### src/rtl/nes_pkg.sv
// Shared constants and types for the NES CPU bus controller: address map, DMA states, divider limits.
// Latency: n/a (declarations only).
// Backpressure: n/a.
package nes_pkg;

  // CPU address map upper bounds (inclusive)
  localparam logic [15:0] RAM_END = 16'h1FFF;
  localparam logic [15:0] PPU_END = 16'h3FFF;
  localparam logic [15:0] IO_END  = 16'h401F;

  // Clock divider: NTSC CPU cycle is ph 0..2; PAL stretches every fifth cycle to ph 0..3
  localparam logic [1:0] NTSC_LAST_PH = 2'd2;
  localparam logic [1:0] PAL_LONG_PH  = 2'd3;
  localparam logic [2:0] PAL_LONG_CYC = 3'd4;

  typedef enum logic [1:0] {
    DMA_IDLE,
    DMA_ALIGN,
    DMA_RD,
    DMA_WR
  } dma_state_e;

  typedef struct packed {
    logic ram;
    logic ppu;
    logic io;
    logic prg;
  } sel_t;

  // One-hot region decode of a CPU address
  function automatic sel_t addr_decode(input logic [15:0] a);
    sel_t s;
    s = '0;
    if (a <= RAM_END)      s.ram = 1'b1;
    else if (a <= PPU_END) s.ppu = 1'b1;
    else if (a <= IO_END)  s.io  = 1'b1;
    else                   s.prg = 1'b1;
    return s;
  endfunction

endpackage

### src/rtl/nes_phase_gen.sv
// CPU-cycle phase generator: divides the master clock into CPU cycles (NTSC 3 clk, PAL 16 clk / 5 cycles).
// Latency: strobes decode registered phase state combinationally, gated by enable.
// Backpressure: none; enable low freezes all state and silences every strobe.
module nes_phase_gen
  import nes_pkg::*;
(
  input  logic clk_i,
  input  logic rst_i,
  input  logic enable_i,
  input  logic sys_type_i,
  output logic cpu_en_o,
  output logic cpu_preread_o,
  output logic cpu_xfer_o,
  output logic cyc_end_o,
  output logic parity_o
);

  logic [1:0] ph_q, ph_d;
  logic [2:0] pal_q, pal_d;
  logic       parity_q, parity_d;
  logic       mode_q, mode_d;   // video standard in force for the current CPU cycle
  logic       last_ph;

  // The long PAL cycle ends at ph 3; every other cycle ends at ph 2
  assign last_ph = (mode_q && (pal_q == PAL_LONG_CYC)) ? (ph_q == PAL_LONG_PH)
                                                       : (ph_q == NTSC_LAST_PH);

  assign cpu_en_o      = enable_i && (ph_q == 2'd0);
  assign cpu_preread_o = enable_i && (ph_q == 2'd1);
  assign cpu_xfer_o    = enable_i && (ph_q == 2'd2);
  assign cyc_end_o     = enable_i && last_ph;
  assign parity_o      = parity_q;

  // Next-state: advance phase, sample sys_type and toggle parity at the start of each CPU cycle
  always_comb begin
    ph_d     = ph_q;
    pal_d    = pal_q;
    parity_d = parity_q;
    mode_d   = mode_q;
    if (enable_i) begin
      if (ph_q == 2'd0) begin
        mode_d   = sys_type_i;
        parity_d = ~parity_q;
      end
      if (last_ph) begin
        ph_d  = 2'd0;
        pal_d = (mode_q && (pal_q != PAL_LONG_CYC)) ? pal_q + 3'd1 : 3'd0;
      end else begin
        ph_d = ph_q + 2'd1;
      end
    end
  end

  // Phase state registers
  always_ff @(posedge clk_i) begin
    if (rst_i) begin
      ph_q     <= 2'd0;
      pal_q    <= 3'd0;
      parity_q <= 1'b0;
      mode_q   <= 1'b0;
    end else begin
      ph_q     <= ph_d;
      pal_q    <= pal_d;
      parity_q <= parity_d;
      mode_q   <= mode_d;
    end
  end

endmodule

### src/rtl/nes_bus_ctrl.sv
// NES CPU bus controller: CPU/OAM-DMA bus mux, address decode and OAM DMA engine stalling the CPU.
// Latency: bus passthrough and decode are combinational; DMA starts at the CPU cycle after the trigger write.
// Backpressure: cpu_rdy_o drops for the whole DMA (2*DMA_LEN+1 or +2 CPU cycles); enable low holds everything.
module nes_bus_ctrl
  import nes_pkg::*;
#(
  parameter int          DMA_LEN = 256,
  parameter logic [15:0] DMA_REG = 16'h4014,
  parameter logic [15:0] OAMDATA = 16'h2004
) (
  input  logic        clk_i,
  input  logic        rst_i,
  input  logic        enable_i,
  input  logic        sys_type_i,
  input  logic [15:0] cpu_addr_i,
  input  logic        cpu_r_i,
  input  logic [7:0]  cpu_wdata_i,
  input  logic [7:0]  bus_rdata_i,
  output logic        cpu_en_o,
  output logic        cpu_preread_o,
  output logic        cpu_xfer_o,
  output logic        cpu_rdy_o,
  output logic [15:0] bus_addr_o,
  output logic        bus_r_o,
  output logic        bus_w_o,
  output logic [7:0]  bus_wdata_o,
  output logic        sel_ram_o,
  output logic        sel_ppu_o,
  output logic        sel_io_o,
  output logic        sel_prg_o,
  output logic        dma_active_o
);

  localparam logic [7:0] LAST_IDX = 8'(DMA_LEN - 1);

  logic       cyc_end;
  logic       parity;
  dma_state_e state_q;
  logic [7:0] page_q, idx_q, data_q;
  logic       req_q;      // trigger seen at xfer, waiting for the cycle boundary (PAL long cycle)
  logic       extra_q;    // one more ALIGN cycle owed because the first one was odd
  logic       rdy_q, active_q;
  logic       trig;
  sel_t       sel;

  nes_phase_gen u_phase (
    .clk_i         (clk_i),
    .rst_i         (rst_i),
    .enable_i      (enable_i),
    .sys_type_i    (sys_type_i),
    .cpu_en_o      (cpu_en_o),
    .cpu_preread_o (cpu_preread_o),
    .cpu_xfer_o    (cpu_xfer_o),
    .cyc_end_o     (cyc_end),
    .parity_o      (parity)
  );

  // Writes to the DMA register only count while idle, so a running DMA cannot be restarted
  assign trig = cpu_xfer_o && !cpu_r_i && (cpu_addr_i == DMA_REG) && (state_q == DMA_IDLE);

  // DMA FSM: state changes at CPU-cycle boundaries so each state owns whole CPU cycles
  always_ff @(posedge clk_i) begin
    if (rst_i) begin
      state_q  <= DMA_IDLE;
      page_q   <= 8'h00;
      idx_q    <= 8'h00;
      data_q   <= 8'h00;
      req_q    <= 1'b0;
      extra_q  <= 1'b0;
      rdy_q    <= 1'b1;
      active_q <= 1'b0;
    end else begin
      if (trig) begin
        page_q <= cpu_wdata_i;
        req_q  <= 1'b1;
      end
      if (cpu_xfer_o && (state_q == DMA_RD)) data_q <= bus_rdata_i;
      if (cyc_end) begin
        case (state_q)
          DMA_IDLE: if (req_q || trig) begin
            state_q  <= DMA_ALIGN;
            extra_q  <= parity;   // parity already toggled: it is that of the upcoming ALIGN cycle
            req_q    <= 1'b0;
            rdy_q    <= 1'b0;
            active_q <= 1'b1;
          end
          DMA_ALIGN: begin
            if (extra_q) extra_q <= 1'b0;
            else         state_q <= DMA_RD;
          end
          DMA_RD: state_q <= DMA_WR;
          DMA_WR: begin
            idx_q <= idx_q + 8'd1;
            if (idx_q == LAST_IDX) begin
              idx_q    <= 8'h00;
              state_q  <= DMA_IDLE;
              rdy_q    <= 1'b1;
              active_q <= 1'b0;
            end else begin
              state_q <= DMA_RD;
            end
          end
          default: state_q <= DMA_IDLE;
        endcase
      end
    end
  end

  // Bus mux: CPU passthrough unless DMA owns the bus; reset drops DMA ownership at once
  always_comb begin
    bus_addr_o  = cpu_addr_i;
    bus_r_o     = cpu_r_i;
    bus_w_o     = ~cpu_r_i;
    bus_wdata_o = cpu_wdata_i;
    if (!rst_i) begin
      case (state_q)
        DMA_ALIGN: begin
          bus_r_o = 1'b0;
          bus_w_o = 1'b0;
        end
        DMA_RD: begin
          bus_addr_o = {page_q, idx_q};
          bus_r_o    = 1'b1;
          bus_w_o    = 1'b0;
        end
        DMA_WR: begin
          bus_addr_o  = OAMDATA;
          bus_r_o     = 1'b0;
          bus_w_o     = 1'b1;
          bus_wdata_o = data_q;
        end
        default: ;
      endcase
    end
  end

  assign sel          = addr_decode(bus_addr_o);
  assign sel_ram_o    = sel.ram;
  assign sel_ppu_o    = sel.ppu;
  assign sel_io_o     = sel.io;
  assign sel_prg_o    = sel.prg;
  assign cpu_rdy_o    = rdy_q;
  assign dma_active_o = active_q;

endmodule

### config.mk
export PLATFORM = sky130hd
export DESIGN_NAME = nes_bus_ctrl
export DESIGN_NICKNAME = d
export VERILOG_FILES = /design/src/rtl/nes_pkg.sv /design/src/rtl/nes_phase_gen.sv /design/src/rtl/nes_bus_ctrl.sv
export SDC_FILE = /design/constraint.sdc
export NUM_CORES = 1
export LEC_CHECK = 0
export CORE_UTILIZATION = 35
export CTS_CLUSTER_DIAMETER = 120
export DETAILED_ROUTE_END_ITERATION = 10
export SYNTH_ARGS = -nofsm -noshare
export SYNTH_HDL_FRONTEND = slang
export SYNTH_SLANG_ARGS = --single-unit
### constraint.sdc
create_clock -name clk_i -period 4.3 [get_ports clk_i]
set_input_delay 0.43 -clock clk_i [delete_from_list [all_inputs] [get_ports clk_i]]
set_output_delay 0.43 -clock clk_i [all_outputs]
set_load 0.01 [all_outputs]
==> results of run 1 <==
## logic make-up after synthesis
kind of cell / Yosys count
buf+inv: 25
simple gates: 119
compound gates: 45
xor+xnor: 9
mux: 20
flops: 37
fa+ha+maj: 7
## layout by cell type (no fill, tap or decap), types with 2 or more instances in the layout
cell type        instances
clkdlybuf4s50_1         71
nand2_1                 40
dfxtp_1                 37
nor2_1                  25
a21oi_1                 16
nand2b_1                14
inv_1                   10
o21ai_1                 10
mux2i_1                 10
nand4_1                  9
o21ai_0                  8
xor2_1                   7
ha_1                     7
mux2_2                   5
and2_1                   5
clkbuf_8                 5
mux2_1                   4
buf_4                    4
nor3b_1                  3
a31oi_1                  3
and3_1                   3
nand3_1                  3
o211ai_1                 2
nor4_1                   2
or4_1                    2
a21o_1                   2
nand3b_1                 2
nor4b_1                  2
a211oi_1                 2
nor3_1                   2
xnor2_1                  2
## report_power, final
group / switching, mW / internal (mW) / total [mW]
combinational: 0.0493 / 0.0738 / 0.123
clock: 0.134 / 0.174 / 0.307
sequential: 0.00502 / 0.348 / 0.353
total: 0.188 / 0.595 / 0.783
## registers in the layout (all words and copies together) (netlist names), 2 cells and up
register,flops
page_q,8
data_q,8
u_phase.ph_q,2
u_phase.pal_q,3
state_q,2
idx_q,8
## layer usage
| layer | up-vias | routed length [microns] | track usage |
|---|---|---|---|
| li1 | 1033 | - | - |
| met1 | 867 | 2480 | 0.237 |
| met2 | 56 | 2360 | 0.268 |
| met3 | 9 | 265 | 0.0331 |
| met4 | 0 | 110 | 0.0909 |
| met5 | - | 0 | 0 |
## worst min-delay path: stages, from the launching register on
cell     delay, ns
dfxtp_1       0.31
inv_1         0.05
a21oi_1       0.05
## layout make-up
| cell class | count | area (sq um) |
|---|---|---|
| clock buffers | 5 | 68.8 |
| clock inverters | 3 | 46.3 |
| fillers | 556 | 2670 |
| inverters | 10 | 37.5 |
| multi-input cells | 200 | 1250 |
| flip-flops and latches | 37 | 741 |
| well taps | 72 | 90.1 |
| repair buffers | 75 | 741 |
## worst paths after layout
check                                 start                        end  slack (ns)  cells after the start
setup / recovery                      rst_i                   sel_io_o        0.96                      8
hold / removal    dma_active_o$_SDFFE_PP0P_  dma_active_o$_SDFFE_PP0P_        0.45                      2
setup reg to reg    state_q[0]$_SDFFE_PP0P_     page_q[2]$_SDFFE_PP0P_        2.27                      6
hold reg to reg   dma_active_o$_SDFFE_PP0P_  dma_active_o$_SDFFE_PP0P_        0.45                      2
==> impl_metrics.py, run 1 <==
metrics = {
    "status": {
        "status": "finished, final reports clean",
    },
    "clocking": {
        "numCtsBuffers": 5,
        "cts_tree": "yes",
        "cts.repair.resized": 0,
        "ctsHoldBuffers": 0,
        "cts_max_path_buffers": 2,
        "cts_max_level": 2,
        "post_cts_buffers": 0,
        "worstSkewPairLatency_ns": 0.30,
        "cts_root_buffer": "clkbuf_8",
        "clkSinkCount": 37,
        "clk_pin_slew_ns": 0.08,
    },
    "placed_design": {
        "dp.cells": 394,
        "dp_slack_ns": 0.917,
        "place.gp.congestion": 0.780,
        "io_buffer_count": 71,
        "hpwl_microns": 3910,
        "post_dp_cell_area_sq_um": 2860,
    },
    "cells_and_area": {
        "fin_util": 0.527,
        "instances_no_fill": 402,
        "finish.instance_area_sq_um": 2980,
        "area_growth_pct": 41.5,
        "drive_gt1_frac": 0.0636,
        "diodes": 0,
        "final_nets": 373,
    },
    "synth": {
        "synth_seq_cells": 37,
        "synthAdderAreaFrac": 0.0416,
        "synth.mux.area_fraction": 0.102,
        "synthArstFlopShare": 0,
        "syn-instance-count": 262,
        "synth_cell_types": 41,
        "syn_avg_cell_area_sq_um": 8.03,
        "synth_area_sq_um": 2100,
        "synthSimpleGateAreaFrac": 0.290,
        "yosysTopAreaCell": "dfxtp_1",
        "syn_nets": 306,
        "synth.yosys.seq_area_share": 0.352,
        "yosys_warnings": 0,
        "yosys.area.top_type_share": 0.352,
        "synth_top_family_by_area": "simple AND/OR/NAND/NOR gates",
        "synth_compound_area_frac": 0.123,
        "synth_edf_count": 0,
        "synth_top_cells_by_area": "dfxtp_1 35%, nand2_1 7.1%, mux2i_1 4.8%",
        "yosysMostFrequentCell": "nand2_1",
        "synth_common_cells": "40 x nand2_1, 37 x dfxtp_1, 25 x nor2_1",
        "synthFlopType": "dfxtp_1",
        "synth_xor_area_frac": 0.0375,
    },
    "route": {
        "dr.pass1.iters": 4,
        "routedWlPerCell_microns": 13.0,
        "drc": 0,
        "ant_nets": 0,
        "dr.first_iter.drc_count": 71,
        "routed_wirelength_microns": 5210,
        "vias_per_cell": 4.89,
        "vias": 1965,
    },
    "die": {
        "rows": 27,
        "initial_utilization": 0.373,
        "ios": 72,
        "dieArea_sq_um": 6320,
        "die_w_microns": 79.5,
        "die_h_microns": 79.5,
        "core_sq_um": 5640,
    },
    "sta": {
        "hold_viol_final": 0,
        "period_share": 0.778,
        "period_needed_ns": 3.34,
        "fin_setup_tns_ns": 0,
        "relSlewSlack": 0.547,
        "max_freq_ghz": 0.299,
        "setup_viol": 0,
        "slew_violations": 0,
        "clock-skew-final_ns": 0.00686,
        "post-route-worst-setup-slack_ns": 0.956,
        "worst_pin_slew_ns": 0.678,
        "rsz0062_at_grt": "no",
        "timing.hold.ws_ns": 0.450,
    },
    "worst_setup_path": {
        "cp.arrival_ns": 2.91,
        "worst_path_max_delay_cell": "clkdlybuf4s50_1",
        "worstSetupEndpointType": "output port",
        "critPathLaunchType": "input pin",
        "cpMostUsedCell": "clkdlybuf4s50_1",
        "cp.buffers_inverters": 3,
        "cp_slowest_stage_delay_ns": 0.53,
        "worstSetupPathType": "input pin to output port",
        "crit_chain": "clkdlybuf4s50_1 -> buf_4 -> and4bb_4 -> a21oi_4 -> o211ai_1 -> or4_1 -> nor2_1 -> clkdlybuf4s50_1",
        "cp_max_fo": 32,
        "required_ns": 3.87,
        "path_delay_family": "buffers and inverters",
    },
    "min_path": {
        "min_path_type": "register to register",
    },
    "pwr": {
        "p_leak_nw": 1.07,
        "fin_total_pwr_mw": 0.783,
        "power_density_nw_per_um2": 263,
        "vdd_drop_max_mv": 0.143,
    },
    "grt": {
        "grt_pass1_vias": 1814,
        "grt_pass1_wl_microns": 8710,
        "grt_overflow_total": 0,
        "track_usage": 0.177,
        "grt_max_degree": 33,
        "antenna_found_initial": 0,
    },
    "job": {
        "maxCapViolations": 0,
    },
}
Power figures use the tool's default switching activity.
==> inputs of run 2 (changes only) <==
PLACE_DENSITY = 0.67   (was default)
clock period = 2.7 ns   (was 4.3 ns; I/O delays follow)
==> impl_metrics.py, run 2 (synthesized netlist as in run 1, its figures left out) <==
metrics = {
    "status": {
        "status": "finished, final reports clean",
    },
    "sta": {
        "period_share": 0.956,
        "period_needed_ns": 2.58,
        "relSlewSlack": 0.642,
        "timing.hold.ws_ns": 0.451,
        "slew_violations": 0,
        "worst_pin_slew_ns": 0.527,
        "setup_viol": 0,
        "max_freq_ghz": 0.387,
        "clock-skew-final_ns": 0.00387,
        "rsz0062_at_grt": "no",
        "hold_viol_final": 0,
    },
    "grt": {
        "grt_pass1_vias": 1849,
        "antenna_found_initial": 0,
        "grt_pass1_wl_microns": 8640,
        "track_usage": 0.173,
        "grt_overflow_total": 0,
        "grt_max_degree": 23,
    },
    "placed_design": {
        "place.gp.congestion": 0.770,
        "hpwl_microns": 4180,
        "dp.cells": 406,
        "post_dp_cell_area_sq_um": 2960,
        "io_buffer_count": 71,
    },
    "worst_setup_path": {
        "worstSetupPathType": "input pin to output port",
        "endpoint": "sel_prg_o",
        "required_ns": 2.43,
        "cp_max_fo": 2,
        "r2r-end": "state_q[0]$_SDFFE_PP0P_",
        "startpoint": "cpu_addr_i[9]",
        "rrSetupSlack_ns": 0.78,
        "cp.arrival_ns": 2.31,
        "critPathLaunchType": "input pin",
        "r2r_cells": 7,
        "worstSetupEndpointType": "output port",
        "rr_startpoint": "u_phase.pal_q[0]$_SDFFE_PP0P_",
    },
    "die": {
        "ios": 72,
        "dieArea_sq_um": 6320,
        "die_w_microns": 79.5,
        "initial_utilization": 0.373,
        "die_h_microns": 79.5,
        "rows": 27,
        "core_sq_um": 5640,
    },
    "cells_and_area": {
        "fin_util": 0.543,
        "diodes": 0,
        "drive_gt1_frac": 0.103,
        "final_common_cell": "clkdlybuf4s50_1",
        "instances_no_fill": 413,
        "area_growth_pct": 45.6,
        "mostFrequentLayoutCells": "69 x clkdlybuf4s50_1, 40 x nand2_1, 35 x dfxtp_1, 25 x nor2_1, 16 x a21oi_1",
        "top_regs": "data_q (8), idx_q (8), page_q (8)",
        "num-fill-cells": 543,
        "final_nets": 385,
        "finish.instance_area_sq_um": 3060,
    },
    "clocking": {
        "cts_max_level": 2,
        "numCtsBuffers": 5,
        "clkSinkCount": 37,
        "cts_tree": "yes",
        "cts_max_path_buffers": 2,
        "worstSkewPairLatency_ns": 0.28,
        "cts_root_buffer": "clkbuf_8",
        "ctsHoldBuffers": 0,
        "clk_pin_slew_ns": 0.06,
        "post_cts_buffers": 0,
    },
    "pwr": {
        "vdd_drop_max_mv": 0.276,
        "p_seq_frac": 0.491,
        "p_sw_frac": 0.232,
        "intPower_mw": 0.879,
        "p_comb_frac": 0.176,
        "clockPowerShare": 0.332,
        "switchingPower_mw": 0.266,
        "power_density_nw_per_um2": 374,
        "fin_total_pwr_mw": 1.14,
        "p_leak_nw": 1.14,
    },
    "route": {
        "ant_nets": 0,
        "vias": 2039,
        "vias_per_cell": 4.94,
        "routed_wirelength_microns": 5360,
        "dr.pass1.iters": 4,
        "drc": 0,
        "dr.first_iter.drc_count": 72,
        "routedWlPerCell_microns": 13.0,
    },
    "min_path": {
        "whs_path_depth": 2,
        "min_path_type": "register to register",
    },
    "job": {
        "maxCapViolations": 0,
    },
}
[run 2: worst max-delay path: stages]
cell and delay [ns]:
clkdlybuf4s50_1 0.42, nor4_1 0.29, buf_4 0.16, a31oi_1 0.07, or4_1 0.43, and2_1 0.19, clkdlybuf4s50_1 0.47
[run 2: routing by layer]
layer | routed length, microns | vias to the layer above | part of all wire | GRT usage
met1 | 2520 | 926 | 0.47 | 0.228
met5 | 0 | - | 0 | 0
li1 | - | 1055 | - | -
met2 | 2540 | 51 | 0.47 | 0.279
met3 | 247 | 7 | 0.046 | 0.0389
met4 | 47 | 0 | 0.0088 | 0.0491
[run 2: area by class of cell]
cell class,instances,area (sq um),area share
well taps,72,90.1,0.0294
repair buffers,87,841,0.275
flip-flops and latches,37,743,0.243
multi-input cells,200,1260,0.413
inverters,10,37.5,0.0123
clock buffers,7,86.3,0.0282
[run 2: worst min path at each step]
stage,start,to,slack [ns]
3_5_place_dp,data_q[5]$_SDFFE_PP0P_,data_q[5]$_SDFFE_PP0P_,0.45
5_1_grt,data_q[6]$_SDFFE_PP0P_,data_q[6]$_SDFFE_PP0P_,0.48
4_1_cts,data_q[5]$_SDFFE_PP0P_,data_q[5]$_SDFFE_PP0P_,0.46
2_1_floorplan,bus_rdata_i[0],data_q[0]$_SDFFE_PP0P_,0.41
3_3_place_gp,dma_active_o$_SDFFE_PP0P_,dma_active_o$_SDFFE_PP0P_,0.44
6_report,data_q[6]$_SDFFE_PP0P_,data_q[6]$_SDFFE_PP0P_,0.45
[run 2: repair_timing]
item	4_1_cts	5_1_grt
setup endpoints to repair	2	1
hold endpoints to repair	0	0
resized for setup	4	2
[run 2: power groups by stage]
stage | Sequential, mW | Combinational, mW | Clock (mW)
after floorplan | 0.573 | 0.0764 | 0
after global placement | 0.574 | 0.202 | 0
after detailed placement | 0.575 | 0.203 | 0
after CTS | 0.562 | 0.204 | 0.393
after global routing | 0.563 | 0.219 | 0.429
final | 0.562 | 0.202 | 0.380
[run 2: per-stage QoR]
step | TNS, ns | setup slack, ns
final | 0 | 0.119
after global routing | 0 | 0.0295
after CTS | 0 | 0.0354
after detailed placement | -0.230 | -0.116
after global placement | -0.157 | -0.0807
after floorplan | 0 | 0.892
==> edit, RTL diff (settings of run 2) <==
Reset style: asynchronous (`rst_i`), changed in 2 clocked blocks.
--- a/src/rtl/nes_phase_gen.sv
+++ b/src/rtl/nes_phase_gen.sv
@@ -52,7 +52,7 @@
   end
 
   // Phase state registers
-  always_ff @(posedge clk_i) begin
+  always_ff @(posedge clk_i or posedge rst_i) begin
     if (rst_i) begin
       ph_q     <= 2'd0;
       pal_q    <= 3'd0;
--- a/src/rtl/nes_bus_ctrl.sv
+++ b/src/rtl/nes_bus_ctrl.sv
@@ -59,7 +59,7 @@
   assign trig = cpu_xfer_o && !cpu_r_i && (cpu_addr_i == DMA_REG) && (state_q == DMA_IDLE);
 
   // DMA FSM: state changes at CPU-cycle boundaries so each state owns whole CPU cycles
-  always_ff @(posedge clk_i) begin
+  always_ff @(posedge clk_i or posedge rst_i) begin
     if (rst_i) begin
       state_q  <= DMA_IDLE;
       page_q   <= 8'h00;
Formal check against the unedited RTL: differs if rst_i is asserted again (counterexample within 4 cycles, from zero or initial values and one cycle with rst_i high); with rst_i held inactive, the same outputs for 10 cycles.
==> edit against run 2 <==
- via count down 3.0%
- sequential cell count is the same
- utilization down 2.2 points
- setup slack better by 0.017 ns
- first-iteration DRC count increased by 58%
- area after synthesis up 5.4%
- cell area up 2.5%
- register-to-register slack worse by 0.15 ns
- wire length increased by 4.1%
- critical path depth increased by 1
- critical endpoint unchanged
Power is not compared: it rests on default switching activity, and its combinational part moved more than twofold at a synthesized area within 25%.
==> edit: results (changes against run 2) <==
- Status: complete, no violations
- Total GRT Usage: 0.1771 (+0.004563)
- Post-synthesis sequential area ratio: 0.4184 (+0.06624)
- Share of layout cells above drive strength 1: 0.1635 (+0.06082)
- Post-Route WL: 5573 µm (+4.1%)
- Gp weighted congestion: 0.7934 (+3.0%)
- WL met3: 227 µm (-8.1%)
- Mean Syn Cell Area: 9.510 µm² (+18%)
- Area post-placement: 3049 µm² (+2.9%)
- Met3 Use GR: 0.04111 (+0.002254)
- Clock transition at path regs: 0.08 ns (+0.02 ns)
- Max-Slew Margin vs Limit: 0.5804 (-0.06145)
- FF-to-FF setup slack: 0.63 ns (-0.15 ns)
- Hpwl dp: 4293 µm (+2.7%)
- Largest fanout on the critical path: 9 (+7)
- Post-Place Cells: 379 (-6.7%)
- Post-DR wirelength/cell: 14.40 µm (+11%)
- Routed wl met2: 2614 µm (+2.8%)
- FFs w/ async S/R, synth: 1.000 (+1.000)
- Number of global-route vias before repair: 1805 (-2.4%)
- Post-synth cell types: 40 (-2.4%)
- Hold EP: u_phase.parity_o$_DFFE_PP0P_
- Pre-CTS WS: 0.09317 ns (+0.2092 ns)
- Met2 global-route usage: 0.2700 (-0.008632)
- FF-to-FF End: extra_q$_DFFE_PP0P_
- 1st-iter DRT viols: 114 (+58%)
- Via Count: 1977 (-3.0%)
- Beginning of the worst hold path: u_phase.parity_o$_DFFE_PP0P_
- Hold Path Depth: 1 (-1)
- R2R Path Start: u_phase.pal_q[0]$_DFFE_PP0P_
- Fin nets: 355 (-7.8%)
## edit: cell count changes after synthesis, moves of 10 or more
cell and delta:
dfxtp_1 -37, dfrtp_1 +36, mux2_2 +22, nand2b_1 -13
nor2_1 -12, nand2_1 -11, inv_1 +10, o21ai_1 -10
## edit: worst max path at each step
| stage | startpoint | cells after the start | slack, ns | endpoint |
|---|---|---|---|---|
| after floorplan | u_phase.pal_q[0]$_DFFE_PP0P_ | 7 | 0.87 | extra_q$_DFFE_PP0P_ |
| after global placement | rst_i | 9 | 0.15 | sel_io_o |
| after detailed placement | rst_i | 8 | 0.09 | sel_io_o |
| after CTS | rst_i | 8 | 0.09 | sel_io_o |
| after global routing | rst_i | 8 | 0.004 | sel_prg_o |
| final | rst_i | 8 | 0.14 | sel_prg_o |
## edit: cell families (layout without fill, tap and decap cells)
family,Yosys count,after routing,share of synthesized area
simple gates,88,88,0.2208
compound gates,40,40,0.1112
flops,37,37,0.4184
mux,29,29,0.1462
buf+inv,28,107,0.04799
fa+ha+maj,7,7,0.03952
xor+xnor,4,4,0.01581
## edit: layout make-up
cell class,count,area (µm²),area share
clock buffers,5,68.82,0.02191
repair buffers,79,773.2,0.2462
inverters,20,75.07,0.02390
multi-input cells,168,1182,0.3765
clock inverters,3,17.52,0.005578
flip-flops and latches,37,929.6,0.2960
well taps,75,93.84,0.02988
## edit: where the power goes
part,switching [mW],leakage [nW],total [mW],internal (mW)
Combinational,0.256,0.891,0.566,0.309
Sequential,0.0741,0.483,0.726,0.651
Clock,0.208,0.0439,0.386,0.178
Total,0.538,1.42,1.68,1.14
## edit: worst max-delay path, stage by stage
cell	delay [ns]
clkdlybuf4s50_1	0.42
buf_4	0.17
nor2b_1	0.22
and3_1	0.19
a21oi_1	0.07
and4_1	0.21
a21boi_0	0.17
clkdlybuf4s50_1	0.56
